===== config.mk =====
export PLATFORM = sky130hd
export DESIGN_NAME = uart_fifo
export DESIGN_NICKNAME = d
export VERILOG_FILES = /design/src/rtl/uart_pkg.sv /design/src/rtl/sync_fifo.sv /design/src/rtl/uart_fifo.sv
export SDC_FILE = /design/constraint.sdc
export NUM_CORES = 1
export LEC_CHECK = 0
export ABC_AREA = 1
export CAP_MARGIN = 15
export CORE_ASPECT_RATIO = 2
export CORE_UTILIZATION = 50
export CTS_BUF_LIST = sky130_fd_sc_hd__clkbuf_8
export DETAILED_ROUTE_END_ITERATION = 8
export PLACE_DENSITY = 0.72
export SLEW_MARGIN = 15
export SYNTH_ARGS = -nofsm -noshare
export SYNTH_HDL_FRONTEND = slang
export SYNTH_SLANG_ARGS = --single-unit

===== constraint.sdc =====
create_clock -name clk -period 2.6 [get_ports clk]
set_input_delay 0.39 -clock clk [delete_from_list [all_inputs] [get_ports clk]]
set_output_delay 0.39 -clock clk [all_outputs]
set_load 0.05 [all_outputs]

===== src/rtl/uart_pkg.sv =====
// Shared definitions for the UART with TX FIFO: register select codes,
// STATUS/CTRL bit positions, FSM state encodings and the parity helper.
package uart_pkg;

  // regSelect decode
  localparam logic [1:0] SEL_TX     = 2'b00;
  localparam logic [1:0] SEL_RX     = 2'b01;
  localparam logic [1:0] SEL_STATUS = 2'b10;
  localparam logic [1:0] SEL_CTRL   = 2'b11;

  // STATUS bit positions; 0..3 read-only, 4..7 sticky write-1-to-clear
  localparam int ST_TXBUSY  = 0;
  localparam int ST_TXFULL  = 1;
  localparam int ST_TXEMPTY = 2;
  localparam int ST_RXVALID = 3;
  localparam int ST_RXOVR   = 4;
  localparam int ST_FERR    = 5;
  localparam int ST_PERR    = 6;
  localparam int ST_TXOVF   = 7;

  // CTRL bit positions; bits 7:4 are not stored and read as zero
  localparam int CT_TXEN = 0;
  localparam int CT_RXEN = 1;
  localparam int CT_RXIE = 2;
  localparam int CT_TXIE = 3;

  localparam logic [3:0] CTRL_RST = 4'h3;

  typedef enum logic [2:0] {
    TX_IDLE, TX_START, TX_DATA, TX_PARITY, TX_STOP
  } tx_state_e;

  typedef enum logic [2:0] {
    RX_IDLE, RX_START, RX_DATA, RX_PARITY, RX_STOP
  } rx_state_e;

  // Parity bit that makes the total number of ones even (odd=0) or odd (odd=1).
  function automatic logic parity_bit(input logic [7:0] d, input logic odd);
    return (^d) ^ odd;
  endfunction

endpackage


===== src/rtl/sync_fifo.sv =====
// Synchronous FIFO with first-word fall-through read data.
// Ports: clk_i, rst_ni (sync, active-low), push_i/wdata_i write side,
// pop_i/rdata_o read side, full_o, empty_o, count_o (0..DEPTH).
// A push while full is dropped unless a pop happens in the same cycle.
module sync_fifo #(
  parameter int WIDTH = 8,
  parameter int DEPTH = 4
) (
  input  logic                     clk_i,
  input  logic                     rst_ni,
  input  logic                     push_i,
  input  logic                     pop_i,
  input  logic [WIDTH-1:0]         wdata_i,
  output logic [WIDTH-1:0]         rdata_o,
  output logic                     full_o,
  output logic                     empty_o,
  output logic [$clog2(DEPTH):0]   count_o
);

  localparam int AW = $clog2(DEPTH);

  logic [WIDTH-1:0] mem_q [DEPTH];
  logic [AW-1:0]    wr_ptr_q, wr_ptr_d;
  logic [AW-1:0]    rd_ptr_q, rd_ptr_d;
  logic [AW:0]      count_q, count_d;
  logic             do_push, do_pop;

  assign empty_o = (count_q == '0);
  assign full_o  = (count_q == (AW+1)'(DEPTH));
  assign count_o = count_q;
  assign rdata_o = mem_q[rd_ptr_q];

  assign do_pop  = pop_i & ~empty_o;
  assign do_push = push_i & (~full_o | do_pop);

  // DEPTH is a power of two, so the pointers wrap on their own.
  always_comb begin
    wr_ptr_d = wr_ptr_q + AW'(do_push);
    rd_ptr_d = rd_ptr_q + AW'(do_pop);
    count_d  = count_q + (AW+1)'(do_push) - (AW+1)'(do_pop);
  end

  always_ff @(posedge clk_i) begin
    if (!rst_ni) begin
      wr_ptr_q <= '0;
      rd_ptr_q <= '0;
      count_q  <= '0;
    end else begin
      wr_ptr_q <= wr_ptr_d;
      rd_ptr_q <= rd_ptr_d;
      count_q  <= count_d;
    end
  end

  always_ff @(posedge clk_i) begin
    if (do_push) mem_q[wr_ptr_q] <= wdata_i;
  end

endmodule


===== src/rtl/uart_fifo.sv =====
// UART with a register interface and a TX FIFO.
// Ports: clk; reset (sync, active-low); writeEnable/readEnable strobes with
// regSelect (00 TXDATA/TXCOUNT, 01 RXDATA, 10 STATUS, 11 CTRL) and writeData;
// Data combinational read data; rx async serial in; tx serial out (idle
// high); irq registered level interrupt.
module uart_fifo
  import uart_pkg::*;
#(
  parameter int CLK_DIV    = 104,
  parameter int TX_DEPTH   = 4,
  parameter int PARITY_EN  = 0,
  parameter int PARITY_ODD = 0
) (
  input  logic       clk,
  input  logic       reset,
  input  logic       writeEnable,
  input  logic       readEnable,
  input  logic [1:0] regSelect,
  input  logic [7:0] writeData,
  output logic [7:0] Data,
  input  logic       rx,
  output logic       tx,
  output logic       irq
);

  localparam logic [15:0] DIV_LAST  = 16'(CLK_DIV - 1);
  localparam logic [15:0] HALF_LAST = 16'(CLK_DIV / 2 - 1);
  localparam int          CNT_W     = $clog2(TX_DEPTH) + 1;

  logic wr_tx, wr_st, wr_ct, rd_rx;
  assign wr_tx = writeEnable & (regSelect == SEL_TX);
  assign wr_st = writeEnable & (regSelect == SEL_STATUS);
  assign wr_ct = writeEnable & (regSelect == SEL_CTRL);
  assign rd_rx = readEnable  & (regSelect == SEL_RX);

  logic [3:0]       ctrl_q, ctrl_d;
  logic [7:0]       fifo_rdata;
  logic             fifo_full, fifo_empty;
  logic [CNT_W-1:0] fifo_count;
  logic             tx_pop;

  sync_fifo #(.WIDTH(8), .DEPTH(TX_DEPTH)) u_txfifo (
    .clk_i   (clk),
    .rst_ni  (reset),
    .push_i  (wr_tx),
    .pop_i   (tx_pop),
    .wdata_i (writeData),
    .rdata_o (fifo_rdata),
    .full_o  (fifo_full),
    .empty_o (fifo_empty),
    .count_o (fifo_count)
  );

  // ---------------- transmitter ----------------
  tx_state_e   tx_state_q, tx_state_d;
  logic [15:0] tx_cnt_q, tx_cnt_d;
  logic [2:0]  tx_bit_q, tx_bit_d;
  logic [7:0]  tx_sh_q, tx_sh_d;
  logic        tx_par_q, tx_par_d;
  logic        tx_q, tx_d;
  logic        tx_go, tx_last, tx_busy;

  assign tx_go   = ~fifo_empty & ctrl_q[CT_TXEN];
  assign tx_last = (tx_cnt_q == DIV_LAST);
  assign tx_busy = (tx_state_q != TX_IDLE);

  // tx is registered: tx_d is the line level for the state being entered.
  always_comb begin
    tx_state_d = tx_state_q;
    tx_cnt_d   = tx_cnt_q + 16'd1;
    tx_bit_d   = tx_bit_q;
    tx_sh_d    = tx_sh_q;
    tx_par_d   = tx_par_q;
    tx_d       = tx_q;
    tx_pop     = 1'b0;
    unique case (tx_state_q)
      TX_IDLE: begin
        tx_cnt_d = '0;
        tx_d     = 1'b1;
        if (tx_go) begin
          tx_state_d = TX_START;
          tx_pop     = 1'b1;
          tx_sh_d    = fifo_rdata;
          tx_par_d   = parity_bit(fifo_rdata, PARITY_ODD != 0);
          tx_d       = 1'b0;
        end
      end
      TX_START: if (tx_last) begin
        tx_cnt_d   = '0;
        tx_state_d = TX_DATA;
        tx_bit_d   = '0;
        tx_d       = tx_sh_q[0];
      end
      TX_DATA: if (tx_last) begin
        tx_cnt_d = '0;
        if (tx_bit_q == 3'd7) begin
          if (PARITY_EN != 0) begin
            tx_state_d = TX_PARITY;
            tx_d       = tx_par_q;
          end else begin
            tx_state_d = TX_STOP;
            tx_d       = 1'b1;
          end
        end else begin
          tx_bit_d = tx_bit_q + 3'd1;
          tx_sh_d  = tx_sh_q >> 1;
          tx_d     = tx_sh_q[1];
        end
      end
      TX_PARITY: if (tx_last) begin
        tx_cnt_d   = '0;
        tx_state_d = TX_STOP;
        tx_d       = 1'b1;
      end
      TX_STOP: if (tx_last) begin
        tx_cnt_d = '0;
        // Back-to-back frames: go straight to START with no idle bit.
        if (tx_go) begin
          tx_state_d = TX_START;
          tx_pop     = 1'b1;
          tx_sh_d    = fifo_rdata;
          tx_par_d   = parity_bit(fifo_rdata, PARITY_ODD != 0);
          tx_d       = 1'b0;
        end else begin
          tx_state_d = TX_IDLE;
          tx_d       = 1'b1;
        end
      end
      default: begin
        tx_state_d = TX_IDLE;
        tx_d       = 1'b1;
      end
    endcase
  end

  // ---------------- receiver ----------------
  logic        rx_s1_q, rx_s2_q, rx_prev_q;
  rx_state_e   rx_state_q, rx_state_d;
  logic [15:0] rx_cnt_q, rx_cnt_d;
  logic [2:0]  rx_bit_q, rx_bit_d;
  logic [7:0]  rx_sh_q, rx_sh_d;
  logic        rx_par_q, rx_par_d;
  logic        rx_last, byte_done, ferr_set, perr_set;

  assign rx_last = (rx_cnt_q == DIV_LAST);

  always_comb begin
    rx_state_d = rx_state_q;
    rx_cnt_d   = rx_cnt_q + 16'd1;
    rx_bit_d   = rx_bit_q;
    rx_sh_d    = rx_sh_q;
    rx_par_d   = rx_par_q;
    byte_done  = 1'b0;
    ferr_set   = 1'b0;
    perr_set   = 1'b0;
    unique case (rx_state_q)
      RX_IDLE: begin
        rx_cnt_d = '0;
        if (rx_prev_q & ~rx_s2_q) rx_state_d = RX_START;
      end
      // Half a bit after the falling edge: a high line means a glitch.
      RX_START: if (rx_cnt_q == HALF_LAST) begin
        rx_cnt_d = '0;
        if (rx_s2_q) begin
          rx_state_d = RX_IDLE;
        end else begin
          rx_state_d = RX_DATA;
          rx_bit_d   = '0;
        end
      end
      RX_DATA: if (rx_last) begin
        rx_cnt_d = '0;
        rx_sh_d  = {rx_s2_q, rx_sh_q[7:1]};
        if (rx_bit_q == 3'd7) begin
          rx_state_d = (PARITY_EN != 0) ? RX_PARITY : RX_STOP;
        end else begin
          rx_bit_d = rx_bit_q + 3'd1;
        end
      end
      RX_PARITY: if (rx_last) begin
        rx_cnt_d   = '0;
        rx_par_d   = rx_s2_q;
        rx_state_d = RX_STOP;
      end
      RX_STOP: if (rx_last) begin
        rx_cnt_d   = '0;
        rx_state_d = RX_IDLE;
        if (!rx_s2_q) begin
          ferr_set = 1'b1;
        end else begin
          byte_done = 1'b1;
          perr_set  = (PARITY_EN != 0) &&
                      (rx_par_q != parity_bit(rx_sh_q, PARITY_ODD != 0));
        end
      end
      default: rx_state_d = RX_IDLE;
    endcase
    if (!ctrl_q[CT_RXEN]) begin
      rx_state_d = RX_IDLE;
      rx_cnt_d   = '0;
      byte_done  = 1'b0;
      ferr_set   = 1'b0;
      perr_set   = 1'b0;
    end
  end

  // ---------------- registers ----------------
  logic [7:0] rxdata_q, rxdata_d;
  logic       rxvalid_q, rxvalid_d;
  logic       rxovr_q, rxovr_d, ferr_q, ferr_d, perr_q, perr_d, txovf_q, txovf_d;
  logic       irq_q, irq_d;
  logic [7:0] status;

  always_comb begin
    rxdata_d  = rxdata_q;
    rxvalid_d = rxvalid_q;
    rxovr_d   = rxovr_q & ~(wr_st & writeData[ST_RXOVR]);
    ferr_d    = (ferr_q & ~(wr_st & writeData[ST_FERR])) | ferr_set;
    perr_d    = (perr_q & ~(wr_st & writeData[ST_PERR])) | perr_set;
    txovf_d   = (txovf_q & ~(wr_st & writeData[ST_TXOVF])) |
                (wr_tx & fifo_full & ~tx_pop);
    // A read of RXDATA in the arrival cycle frees the slot for the new byte.
    if (byte_done) begin
      if (rxvalid_q & ~rd_rx) begin
        rxovr_d = 1'b1;
      end else begin
        rxdata_d  = rx_sh_q;
        rxvalid_d = 1'b1;
      end
    end else if (rd_rx) begin
      rxvalid_d = 1'b0;
    end
    ctrl_d = wr_ct ? writeData[3:0] : ctrl_q;
    irq_d  = (ctrl_q[CT_RXIE] & rxvalid_q) |
             (ctrl_q[CT_TXIE] & fifo_empty & ~tx_busy);
  end

  always_comb begin
    status             = '0;
    status[ST_TXBUSY]  = tx_busy;
    status[ST_TXFULL]  = fifo_full;
    status[ST_TXEMPTY] = fifo_empty;
    status[ST_RXVALID] = rxvalid_q;
    status[ST_RXOVR]   = rxovr_q;
    status[ST_FERR]    = ferr_q;
    status[ST_PERR]    = perr_q;
    status[ST_TXOVF]   = txovf_q;
  end

  always_comb begin
    Data = 8'h00;
    if (readEnable) begin
      case (regSelect)
        SEL_TX:     Data = 8'(fifo_count);
        SEL_RX:     Data = rxdata_q;
        SEL_STATUS: Data = status;
        SEL_CTRL:   Data = {4'b0000, ctrl_q};
      endcase
    end
  end

  always_ff @(posedge clk) begin
    if (!reset) begin
      tx_state_q <= TX_IDLE;
      tx_cnt_q   <= '0;
      tx_bit_q   <= '0;
      tx_q       <= 1'b1;
      rx_s1_q    <= 1'b1;
      rx_s2_q    <= 1'b1;
      rx_prev_q  <= 1'b1;
      rx_state_q <= RX_IDLE;
      rx_cnt_q   <= '0;
      rx_bit_q   <= '0;
      rxdata_q   <= '0;
      rxvalid_q  <= 1'b0;
      rxovr_q    <= 1'b0;
      ferr_q     <= 1'b0;
      perr_q     <= 1'b0;
      txovf_q    <= 1'b0;
      ctrl_q     <= CTRL_RST;
      irq_q      <= 1'b0;
    end else begin
      tx_state_q <= tx_state_d;
      tx_cnt_q   <= tx_cnt_d;
      tx_bit_q   <= tx_bit_d;
      tx_q       <= tx_d;
      rx_s1_q    <= rx;
      rx_s2_q    <= rx_s1_q;
      rx_prev_q  <= rx_s2_q;
      rx_state_q <= rx_state_d;
      rx_cnt_q   <= rx_cnt_d;
      rx_bit_q   <= rx_bit_d;
      rxdata_q   <= rxdata_d;
      rxvalid_q  <= rxvalid_d;
      rxovr_q    <= rxovr_d;
      ferr_q     <= ferr_d;
      perr_q     <= perr_d;
      txovf_q    <= txovf_d;
      ctrl_q     <= ctrl_d;
      irq_q      <= irq_d;
    end
  end

  // Shift registers and parity holders only matter inside a frame.
  always_ff @(posedge clk) begin
    tx_sh_q  <= tx_sh_d;
    tx_par_q <= tx_par_d;
    rx_sh_q  <= rx_sh_d;
    rx_par_q <= rx_par_d;
  end

  assign tx  = tx_q;
  assign irq = irq_q;

endmodule


---- Word-level counts from Yosys, hierarchy flattened ----
Memory sizes are Yosys's and may differ from the RTL's. A register that Yosys moved wholly into a read port is not among the register bits.
Cells that the tools add are included.
operators by class
  equal/unequal tests ..................... 33
  multiplexer cells ....................... 63
  add/subtract/negate cells ............... 8
  bitwise operators ....................... 37
  reduce and logical (&&, ||, !) cells .... 21
operators with widths
  operator                 number
  $mux W3                  19
  $mux W16                 3
  $pmux W16 S3             1
  $mux W8                  5
  $add A16 B1 Y16 const B  2
  $eq A16 B7 Y1 const B    2
  $ne A2 B2 Y1 const B     16
  $pmux W16 S2             1
  $pmux W8 S4              1
  $pmux W3 S5              2
  $mux W1                  24
  $pmux W8 S3              1
  $and A1 B1 Y1            22
  $eq A16 B6 Y1 const B    1
  $eq A3 B3 Y1 const B     5
  $eq A3 B2 Y1 const B     4
  $pmux W3 S2              2
  $reduce_and A4 Y1        3
  $reduce_and A6 Y1        2
  $not A1 Y1               11
  $logic_not A3 Y1         3
  $reduce_and A2 Y1        4
  $add A3 B1 Y3 const B    2
  $eq A3 B1 Y1 const B     2
  other kinds (15)         24
storage, ports and cells
  logic and storage cells ................. 186
  memories kept ........................... 1
  RAM bits ................................ 32
  input bits .............................. 15
  output and inout port bits .............. 10
  register bits after elaboration ......... 89
memory list
  memory          depth  width  rd ports  clocked after Yosys merged registers in  wr ports  RTL line         RTL
  u_txfifo.mem_q  4      8      1         1                                        1         sync_fifo.sv:22  logic [WIDTH-1:0] mem_q [DEPTH];

---- Logic depth before layout (Yosys ltp) ----
Gate-level depths: netlist (run 1).
  depth in word-level cells ............... 11
  gate-level depth with buffers ........... 16
  depth with buffers taken out ............ 16

---- Cells and area by module ----
Synthesis (run 1) repeated with hierarchy kept, for this count alone.
unflattened totals
  cells, all modules ...................... 725
  area, all modules ....................... 5791.8 sq um
by module, submodules not included
  module     instances  area an instance (sq um)  cells an instance
  uart_fifo  1          4120.2                    574
  sync_fifo  1          1671.6                    151

---- Worst setup path before layout (run 1) ----
No wires, ideal clock.
  path type ............................... input port to output port
  from .................................... input port regSelect[0]
  to ...................................... output port Data[2]
  stages on the path ...................... 5
  arrival ................................. 1.963 ns
  path slack .............................. 0.247 ns
  buffers on the path ..................... 0
  path through ............................ inv_2 nand2_1 inv_1 nand2_1 a221oi_1
on the way
  longest elaborated chain between the ends .. 3
  elaborated cells between the ends (all ways) .. 6
  those cells by class .................... eq/ne: 3; mux: 2; reduce/logical: 1
ends and longest elaborated chain
  item                                  RTL line          RTL
  start: declaration                    uart_fifo.sv:18   input logic [1:0] regSelect,
  $eq A2 B2 Y1 (tied with other cells)  uart_fifo.sv:253  case (regSelect)
  $pmux W8 S4 *                         uart_fifo.sv:253
  $mux W8 *                             uart_fifo.sv:252  if (readEnable) begin
  end: declaration                      uart_fifo.sv:20   output logic [7:0] Data,
Mark *: on every way between the ends. The rest lies on a longest branch, timed or not.

---- Worst setup path in the final report (run 1) ----
  from .................................... input port regSelect[1]
  to ...................................... output port Data[2]
Same word-level chain as after synthesis.

==> results.toml, run 1 <==
[floorplan]
start_util_pct = 50.9
dieArea_um2 = 11500
die_w_um = 76.4
coreArea_um2 = 10900
num_rows = 54
die_h_um = 151
io_pins = 25

[timing]
post-route-min-period_ns = 2.39
setup_viol = 0
worstMarginPinSlew_ns = 0.520
max_freq_ghz = 0.418
period_share_pct = 92.0
slew_viol_final = 0
setup_tns_ns = 0
fin_skew_ns = 0.0121
rsz0062_at_grt = "false"
hold_viol = 0
slew_headroom_pct = 65.1

[yosys]
avgSynthCellArea_um2 = 8.63
synthesis.instances = 642
syn_area_um2 = 5540
yosysSeqAreaShare_pct = 52.4
ys_types = 46
synth_flop_cell = "dfxtp_1"
yosys_warnings = 0
synth_edf_count = 48
ys_seq_elements = 121
syn_nets = 666
async_reset_ff_share_pct = 0

[final_layout]
final_cell_mix = "128 x nand2_1, 92 x nor2_1, 76 x inv_1, 73 x dfxtp_1, 48 x edfxtp_1"
num-nets-final = 713
drive_gt1_share_pct = 15.4
instances_no_fill = 842
syn_to_final_growth_pct = 16.7
final_common_cell = "nand2_1"
antenna_cells = 0

[place]
gp_congestion = 0.896
port-buffer-count = 24
hpwl_um = 9120
place_inst = 807

[setup_path]
cp_slowest_stage_delay_ns = 0.48
arrival_ns = 2.00
start_kind = "primary input"
worstPathMaxFanout = 6
path_class = "in -> out"
required_ns = 2.21
end_kind = "output port"
cpMostUsedCell = "nand2_1"
slowest_stage = "clkdlybuf4s50_1"
path_cells = "clkdlybuf4s50_1 -> buf_4 -> nand2_1 -> inv_1 -> nand2_1 -> a221oi_1 -> buf_12"

[clocking]
cts_max_path_buffers = 2
clkTransAtPathRegs_ns = 0.08
h-tree-depth = 4
cts-root-buf = "clkbuf_8"
clk_latency_ns = 0.44
numCtsBuffers = 17
cts.sink_count = 121
cts_tree = "built"

[power_and_ir_drop]
p_total_mw = 5.43
p_leak_nw = 2.55
powerDensity_nw_per_um2 = 840
ir_worst_vdd_mv = 0.438

[detailed_routing]
drc_errors = 0
drt.antenna.violating_nets = 0
drtIter0Drc = 196
first_pass_iters = 4
routed_wl_um = 12100
wire_per_inst_um = 14.4
avgViaCountPerCell = 5.31
routed-via-count = 4469

[status]
run_status = "finished clean"

[grt]
grt_max_degree = 20
grt_pass1_vias = 4491
grt_pass1_wl_um = 20000
grt_overflow = 0
antenna_found_initial = 0
grtUsageTotal_pct = 22.9

[hold_path]
hold_class = "reg -> reg"

[flow_run]
max-cap-violations = 0
-- flip-flops by register name, summed over array words and instances, names as in the netlist, 2 cells and up --
name / cells
u_txfifo.mem_q: 32
rx_cnt_q: 16
tx_cnt_q: 16
rx_sh_q: 8
rxdata_q: 8
tx_sh_q: 8
ctrl_q: 4
rx_bit_q: 3
rx_state_q: 3
tx_bit_q: 3
tx_state_q: 3
u_txfifo.count_o: 3
u_txfifo.rd_ptr_q: 2
u_txfifo.wr_ptr_q: 2
-- report_power, final --
group	internal (mW)	total, mW	leakage (nW)	switching, mW
registers	2.19	2.32	1.03	0.125
clock network	0.851	1.63	0.198	0.778
logic	0.503	1.48	1.32	0.980
-- metrics by stage --
stage,area [um2],util [%],setup WS [ns],hold slack [ns]
floorplan,5540,-,0.247,0.393
finish,6470,59.4,0.208,0.419
global route,6470,59.4,0.0465,0.435
CTS,6440,59.2,0.187,0.428
global placement,6050,55.6,0.200,0.395
detailed placement,6050,55.6,0.160,0.403
-- synth_stat cells (all sizes together), types with 8 or more instances --
cell    instances  area [um2]
nor3           10        76.3
dfxtp          73        1460
o21ai          34         170
inv            77         289
nand4          10        77.6
nand2         142         586
xor2           13         114
nor2          117         519
a32o            8        80.1
ha              8         100
nand3          39         223
edfxtp         48        1440
a21oi          27         135
-- logic make-up after synthesis --
family / share of synthesized area, %
compound gates: 8.56
xor+xnor: 2.53
fa+ha+maj: 2.17
buf+inv: 6.59
flops: 52.4
simple gates: 27.8
-- final cells by class --
cell class / instances / area [um2]
clock inverter: 15 / 153
inverter: 79 / 298
timing repair buffer: 38 / 425
clock buffer: 17 / 234
sequential: 121 / 2900
multi-input combinational: 432 / 2280
fill: 943 / 4410
tap: 140 / 175
-- layer usage --
layer  GRT usage, %  vias up  wire (um)
li1               -     2198          -
met1           19.4     2145       4130
met2           46.4       93       7090
met3           5.72       33        404
met4           13.4        0        493
met5              0        -          0
-- path summary, 6_finish.rpt --
check,start,endpoint,slack (ns),cells after the start
max,regSelect[1],Data[2],0.21,7
min,rx_s1_q,rx_s2_q,0.42,1
max reg2reg,tx_cnt_q[0],u_txfifo.count_o[2],0.32,16
min reg2reg,rx_s1_q,rx_s2_q,0.42,1
-- repair_timing --
item / 4_1_cts / 5_1_grt
setup endpoints to repair: 0 / 1
gates resized for setup: 0 / 3
hold buffers: 0 / 0
setup buffers: 0 / 3
-- critical path, delay by kind of cell --
kind	cells	cell delay [ns]
buffers and inverters	4	0.97
AO/OA/AOI/OAI	1	0.45
AND/OR/NAND/NOR	2	0.18
Note: power is estimated with default switching activity, not from simulation.
==> run 2: changes to the inputs <==
Settings changed: CORE_UTILIZATION 50 to 35, PLACE_DENSITY 0.72 to 0.55.
==> run 2 against run 1 <==
  * Fmax hardly changed
  * Critical path depth unchanged
  * Total power is 3.8% higher
  * Sequential power about the same
  * Utilization shrank 17 points
  * Combinational power is essentially flat
  * Die area is 42% higher
  * Final cell count up 6.4%
  * Register-to-register slack worse by 0.10 ns
  * Via count shrank 3.7%
  * Non-clock buffer count is 4 lower
  * Critical path type unchanged
  * Critical endpoint unchanged
  * Highest routed layer unchanged
==> results.toml, run 2 (synthesis results as in run 1) <==
[timing]
worstMarginPinSlew_ns = 0.590
setup_tns_ns = 0
hold_viol = 0
slew_viol_final = 0
period_share_pct = 92.0
max_freq_ghz = 0.418
setup_viol = 0
fin_skew_ns = 0.0179
post-route-min-period_ns = 2.39
rsz0062_at_grt = "false"
slew_headroom_pct = 60.6

[detailed_routing]
wire_per_inst_um = 13.9
routed_wl_um = 12500
drtIter0Drc = 189
first_pass_iters = 4
drc_errors = 0
avgViaCountPerCell = 4.80
drt.antenna.violating_nets = 0
routed-via-count = 4302

[floorplan]
die_w_um = 91.0
start_util_pct = 36.0
io_pins = 25
die_h_um = 180
num_rows = 64
coreArea_um2 = 15400
dieArea_um2 = 16400

[final_layout]
antenna_cells = 0
seqCellArea_um2 = 2900
fillerInstances = 1562
syn_to_final_growth_pct = 18.3
reg.largest.list = "u_txfifo.mem_q (32), rx_cnt_q (16), tx_cnt_q (16)"
largest_reg_flops = 32
final_util_pct = 42.6
drive_gt1_share_pct = 14.9
instances_no_fill = 896
multi_input_area_um2 = 2280
post-route-cell-area_um2 = 6560
final_common_cell = "nand2_1"
final_cell_mix = "128 x nand2_1, 92 x nor2_1, 76 x inv_1, 73 x dfxtp_1, 48 x edfxtp_1"
num-nets-final = 709
top_register = "u_txfifo.mem_q"

[hold_path]
hold_path_depth = 1
min_to = "rx_s2_q"
hold_class = "reg -> reg"
hp-start = "rx_s1_q"

[grt]
met1_usage_pct = 14.4
grt_overflow = 0
grt_pass1_vias = 4325
antenna_found_initial = 0
busiest_layer = "met2"
grt_max_degree = 24
grt_use_met3_pct = 3.89
grt_pass1_wl_um = 20500
grtUsageTotal_pct = 16.1
grt_use_met2_pct = 33.3

[clocking]
cts.sink_count = 121
cts-root-buf = "clkbuf_8"
cts_max_path_buffers = 2
cts_tree = "built"
h-tree-depth = 4
hold_buffers = 0
clk_latency_ns = 0.42
numCtsBuffers = 17
clkTransAtPathRegs_ns = 0.08

[place]
port-buffer-count = 24
place_inst = 863
gp_congestion = 0.803
placed_area_um2 = 6110
hpwl_um = 9560

[setup_path]
r2r_start = "tx_cnt_q[0]"
rrSetupSlack_ns = 0.22
path_class = "in -> out"
worstPathMaxFanout = 6
r2r_end = "u_txfifo.count_o[2]"
start_kind = "primary input"
reg2reg_depth = 16
required_ns = 2.21
end_kind = "output port"
arrival_ns = 2.00

[power_and_ir_drop]
powerDensity_nw_per_um2 = 859
ir_worst_vdd_mv = 0.374
p_total_mw = 5.63
p_leak_nw = 2.56

[status]
run_status = "finished clean"

[flow_run]
max-cap-violations = 0
==> run 2: cell count changes in the layout (fill, tap and decap cells not counted) <==
cell	before	now
bufinv_16	2	4
inv_4	1	0
inv_6	2	3
buf_4	14	10
clkinvlp_4	2	0
==> run 2: per-stage QoR <==
| step | hold slack, ns | setup WS, ns |
|---|---|---|
| finish | 0.421 | 0.209 |
| global route | 0.448 | 0.0284 |
| CTS | 0.423 | 0.0753 |
| detailed placement | 0.411 | 0.0962 |
| global placement | 0.399 | 0.242 |
| floorplan | 0.393 | 0.247 |
==> run 2: power by group <==
part	leakage [nW]	switching, mW	total (mW)	internal, mW
Combinational	1.30	0.976	1.48	0.502
Sequential	1.03	0.121	2.31	2.19
Clock	0.226	0.792	1.84	1.05
==> run 2: final cells by class <==
class | instances | area share, %
Clock buffer | 17 | 3.57
Multi-Input combinational cell | 432 | 34.8
Clock inverter | 15 | 3.05
Sequential cell | 121 | 44.3
Inverter | 79 | 4.54
Tap cell | 198 | 3.78
Timing Repair Buffer | 34 | 6.03
==> run 2: per-layer routing <==
metal  routed length [um]  part of all wire (%)
met4                  231                   1.8
met1                 4460                    36
met2                 7490                    60
met5                    0                     0
met3                  309                   2.5
==> run 2: worst max path at each step <==
stage                       from                   to  depth (start not counted)
floorplan           regSelect[0]              Data[2]                          5
global placement    regSelect[1]  u_txfifo.count_o[2]                         11
detailed placement   tx_cnt_q[0]  u_txfifo.count_o[2]                         16
CTS                  tx_cnt_q[0]  u_txfifo.count_o[2]                         16
global route         tx_cnt_q[0]  u_txfifo.count_o[2]                         16
finish              regSelect[0]              Data[2]                          7
==> run 2: timing repair <==
action | in CTS | in global routing
resized for setup | 0 | 3
setup buffers | 0 | 1
setup endpoints to repair | 0 | 2
==> run 2: worst max-delay path: stages <==
cell and delay, ns:
clkdlybuf4s50_1 0.48, inv_2 0.11, nand2_1 0.11, inv_1 0.16, nand2_1 0.08, a221oi_1 0.46
buf_12 0.20
